--- src/rtl/serial_subtractor_pkg.sv ---
// Shared FSM state encoding for the bit-serial subtractor.
package serial_subtractor_pkg;

    typedef enum logic [1:0] {
        ST_IDLE = 2'd0,
        ST_RUN  = 2'd1,
        ST_DONE = 2'd2
    } state_t;

endpackage

--- src/rtl/serial_subtractor_fs.sv ---
// 1-bit full-subtractor cell: f_Df = f_A - f_B - f_Bi, with borrow out.
module serial_subtractor_fs (
    input  logic f_A,
    input  logic f_B,
    input  logic f_Bi,
    output logic f_Df,
    output logic f_Bo
);

    assign f_Df = f_A ^ f_B ^ f_Bi;
    assign f_Bo = (~f_A & (f_B | f_Bi)) | (f_B & f_Bi);

endmodule

--- src/rtl/serial_subtractor.sv ---
// Bit-serial WIDTH-bit subtractor (diff = a - b), LSB first, one bit per clock,
// with a start/busy/done handshake around a single full-subtractor cell.
module serial_subtractor
    import serial_subtractor_pkg::*;
#(
    parameter int WIDTH = 8
) (
    input  logic             clk,
    input  logic             rst_n,
    input  logic             start,
    input  logic [WIDTH-1:0] a,
    input  logic [WIDTH-1:0] b,
    output logic             busy,
    output logic             done,
    output logic [WIDTH-1:0] diff,
    output logic             borrow_out
);

    localparam int            CW       = $clog2(WIDTH);
    localparam logic [CW-1:0] LAST_BIT = CW'(WIDTH - 1);
    localparam logic [CW-1:0] CNT_ONE  = CW'(1);

    state_t           state_r;
    state_t           state_next_s;
    logic [WIDTH-1:0] a_sh_r;
    logic [WIDTH-1:0] b_sh_r;
    logic [WIDTH-1:0] diff_r;
    logic             borrow_r;
    logic [CW-1:0]    count_r;
    logic             busy_r;
    logic             done_r;
    logic             fs_df_s;
    logic             fs_bo_s;

    serial_subtractor_fs u_fs (
        .f_A  (a_sh_r[0]),
        .f_B  (b_sh_r[0]),
        .f_Bi (borrow_r),
        .f_Df (fs_df_s),
        .f_Bo (fs_bo_s)
    );

    // FSM state register
    always_ff @(posedge clk or negedge rst_n) begin
        if (!rst_n) begin
            state_r <= ST_IDLE;
        end else begin
            state_r <= state_next_s;
        end
    end

    // FSM next-state logic; start is only honoured from IDLE
    always_comb begin
        state_next_s = state_r;
        case (state_r)
            ST_IDLE: begin
                if (start) begin
                    state_next_s = ST_RUN;
                end else begin
                    state_next_s = ST_IDLE;
                end
            end
            ST_RUN: begin
                if (count_r == LAST_BIT) begin
                    state_next_s = ST_DONE;
                end else begin
                    state_next_s = ST_RUN;
                end
            end
            ST_DONE: state_next_s = ST_IDLE;
            default: state_next_s = ST_IDLE;
        endcase
    end

    // Moore status flags, registered from the next state so they track state_r exactly
    always_ff @(posedge clk or negedge rst_n) begin
        if (!rst_n) begin
            busy_r <= 1'b0;
            done_r <= 1'b0;
        end else begin
            busy_r <= (state_next_s == ST_RUN);
            done_r <= (state_next_s == ST_DONE);
        end
    end

    // Operand load, serial shift datapath, borrow feedback and bit counter
    always_ff @(posedge clk or negedge rst_n) begin
        if (!rst_n) begin
            a_sh_r   <= {WIDTH{1'b0}};
            b_sh_r   <= {WIDTH{1'b0}};
            diff_r   <= {WIDTH{1'b0}};
            borrow_r <= 1'b0;
            count_r  <= {CW{1'b0}};
        end else begin
            case (state_r)
                ST_IDLE: begin
                    if (start) begin
                        a_sh_r   <= a;
                        b_sh_r   <= b;
                        borrow_r <= 1'b0;
                        count_r  <= {CW{1'b0}};
                    end
                end
                ST_RUN: begin
                    // result bits enter at the MSB so after WIDTH shifts bit 0 sits at diff[0]
                    a_sh_r   <= {1'b0, a_sh_r[WIDTH-1:1]};
                    b_sh_r   <= {1'b0, b_sh_r[WIDTH-1:1]};
                    diff_r   <= {fs_df_s, diff_r[WIDTH-1:1]};
                    borrow_r <= fs_bo_s;
                    count_r  <= count_r + CNT_ONE;
                end
                default: begin
                end
            endcase
        end
    end

    assign busy       = busy_r;
    assign done       = done_r;
    assign diff       = diff_r;
    assign borrow_out = borrow_r;

endmodule

--- config.mk ---
export PLATFORM = sky130hd
export DESIGN_NAME = serial_subtractor
export DESIGN_NICKNAME = d
export VERILOG_FILES = /design/src/rtl/serial_subtractor_pkg.sv /design/src/rtl/serial_subtractor_fs.sv /design/src/rtl/serial_subtractor.sv
export SDC_FILE = /design/constraint.sdc
export NUM_CORES = 1
export LEC_CHECK = 0
export ABC_AREA = 1
export CAP_MARGIN = 20
export CORE_MARGIN = 4
export CORE_UTILIZATION = 42
export CTS_BUF_LIST = sky130_fd_sc_hd__clkbuf_16
export DETAILED_ROUTE_END_ITERATION = 12
export PLACE_DENSITY = 0.76
export SETUP_SLACK_MARGIN = 0.02
export SYNTH_ARGS = -nofsm -noshare
export SYNTH_HDL_FRONTEND = slang
export SYNTH_HIERARCHICAL = 1
export SYNTH_SLANG_ARGS = --single-unit
--- constraint.sdc ---
create_clock -name clk -period 2.5 [get_ports clk]
set_clock_uncertainty 0.05 [all_clocks]
set_input_delay 0.5 -clock clk [delete_from_list [all_inputs] [get_ports clk]]
set_output_delay 0.5 -clock clk [all_outputs]
set_load 0.1 [all_outputs]
==> out/metrics.cfg <==
[clock_network]
cts_made_buffers=5
cts_resized=0
clock_path_buffers=2
cts_root_buf=clkbuf_16
postCtsHoldBufs=0
clock_sink_count=32
clock_latency_ns=0.28
post-cts-setup-buffers=0
cts.clk_slew.worst_paths_ns=0.05
tritoncts=built
cts.htree.levels=2

[sta]
finalSetupViolations=0
relSlewSlack_pct=49.6
setup_tns_ns=0
rsz0062_at_grt=no
worstMarginPinSlew_ns=0.756
period_minus_slack_ns=1.73
hold_viol=0
fin_crit_sh_pct=69.1
fmax_mhz=579
finalMaxSlewViolations=0

[critical_path]
worstSetupEndpointType=flop
required_ns=2.61
crit_chain=o21ai_2, inv_2, nand2_1, nand2_1
worstPathBufferInverterCount=1
crit_slowest_cell=dfrtp_1
worstSetupStartpointType=flop
slowest_delay_ns=0.65
cpLargestDelayFamily=flip-flops
arrival_ns=1.84
cpMostUsedCell=nand2_1
critPathKind=flop to flop
crit_path_max_fanout=20

[place]
port_buffers=29
dp_hpwl_um=1840
place.gp.congestion=0.741

[synth]
synth.area.top_cells=dfrtp_1 55%, nand2_1 22%, nand3_1 6.5%
synthArstFlopShare_pct=100
ys_types=15
synthDominantCellAreaShare_pct=55.0
synth_common_cells=86 x nand2_1, 32 x dfrtp_1, 19 x nand3_1
synthesis.instances=178
synth.avg_cell_area_um2=8.17
yosys_register_bits=32
synth_nets=200
yosysWarnings=6
yosys.area.top_type=dfrtp_1
ys.flop_type=dfrtp_1
yosysMostFrequentCell=nand2_1
yosysSeqAreaShare_pct=55.0
synth-edff-count=0
netlist_area_um2=1460

[floorplanning]
die-area_um2=4470
ios=30
fp.dieH_um=66.9
core_area_um2=3340
initial_core_util_pct=43.6
num_rows=21
die_x_um=66.9

[global_routing]
grt_use_total_pct=15.4
antenna_found_initial=0
grt-ovfl-total=0
grt_pass1_vias=1101
grt_first_pass_wirelength_um=4910
grt_max_degree=36

[run_status]
outcome=finished clean

[detailed_routing]
routed_wl_um=2840
vias=1165
avgViaCountPerCell=4.59
drt_pass1_iterations=4
route.detailed.drc=0
wl_per_cell_um=11.2
ant_nets=0
drt_iter0_drc=81

[hold_path]
hold_class=flop to flop

[finish]
nets=229
drive_above_1_share_pct=10.6
area_growth_syn_to_layout_pct=28.5
diodes=0

[flow_run]
maxCapViolations=0

cells in the final DEF (no fill, tap or decap), drive strengths merged:
master / n
fa: 1
clkdlybuf4s50: 18
clkinv: 1
o21ai: 8
ha: 2
clkbuf: 5
inv: 11
a21oi: 4
dfrtp: 32
nand3: 19
buf: 13
nor2: 7
nand2: 87
path summary, 6_finish.rpt:
check | from | endpoint | slack, ns | cells past startpoint
setup / recovery | state_r[0]$_DFF_PN0_ | a_sh_r[3]$_DFFE_PN0P_ | 0.77 | 4
hold / removal | a_sh_r[7]$_DFFE_PN0P_ | a_sh_r[7]$_DFFE_PN0P_ | 0.42 | 2
setup reg to reg | state_r[0]$_DFF_PN0_ | a_sh_r[3]$_DFFE_PN0P_ | 0.77 | 4
hold reg to reg | a_sh_r[7]$_DFFE_PN0P_ | a_sh_r[7]$_DFFE_PN0P_ | 0.42 | 2
max in group asynchronous | rst_n | a_sh_r[4]$_DFFE_PN0P_ | 1.54 | 2
min in group asynchronous | rst_n | diff[7]$_DFFE_PN0N_ | 0.57 | 2
through the flow:
stage | hold slack [ns] | setup slack (ns) | utilization [%] | instance area (um^2) | cells
floorplan | 0.154 | 0.722 | - | 1460 | 178
global route | 0.452 | 0.624 | 56.1 | 1870 | 254
finish | 0.417 | 0.773 | 56.1 | 1870 | 254
detailed placement | 0.410 | 0.569 | 52.0 | 1730 | 246
CTS | 0.422 | 0.764 | 56.1 | 1870 | 254
global placement | 0.407 | 0.625 | 52.0 | 1730 | 246
routing by layer:
layer | share of wire (%) | GRT usage (%) | vias to the layer above
met5 | 0 | 0 | -
met3 | 6.9 | 6.58 | 6
met4 | 1.9 | 7.59 | 0
met2 | 44 | 23.8 | 30
li1 | - | - | 608
met1 | 47 | 18.1 | 521
state kept, by name, summed over array words and instances, names as in the netlist:
register    cells
count_r         3
done            1
diff            8
b_sh_r          8
state_r         2
busy            1
a_sh_r          8
borrow_out      1
final cells by class:
type / count / area (um^2)
Clock buffer: 5 / 125
Clock inverter: 3 / 11.3
Fill cell: 322 / 1470
Inverter: 9 / 33.8
Multi-Input combinational cell: 128 / 564
Sequential cell: 32 / 801
Tap cell: 46 / 57.6
Timing Repair Buffer: 31 / 278
tightest hold or removal path, stage by stage (launching register included):
cell	delay, ns
dfrtp_1	0.33
nand2_1	0.05
nand2_1	0.05
cell families after synthesis:
| logic type | synth area share [%] |
|---|---|
| AOI/OAI and AO/OA | 4.39 |
| DFF | 55.0 |
| buffers and inverters | 6.19 |
| and+or+nand+nor | 31.3 |
| adders and majority gates | 3.10 |
Power is not shown: default switching activity piles up to over one toggle a cycle in this logic, so the estimate is an artifact.
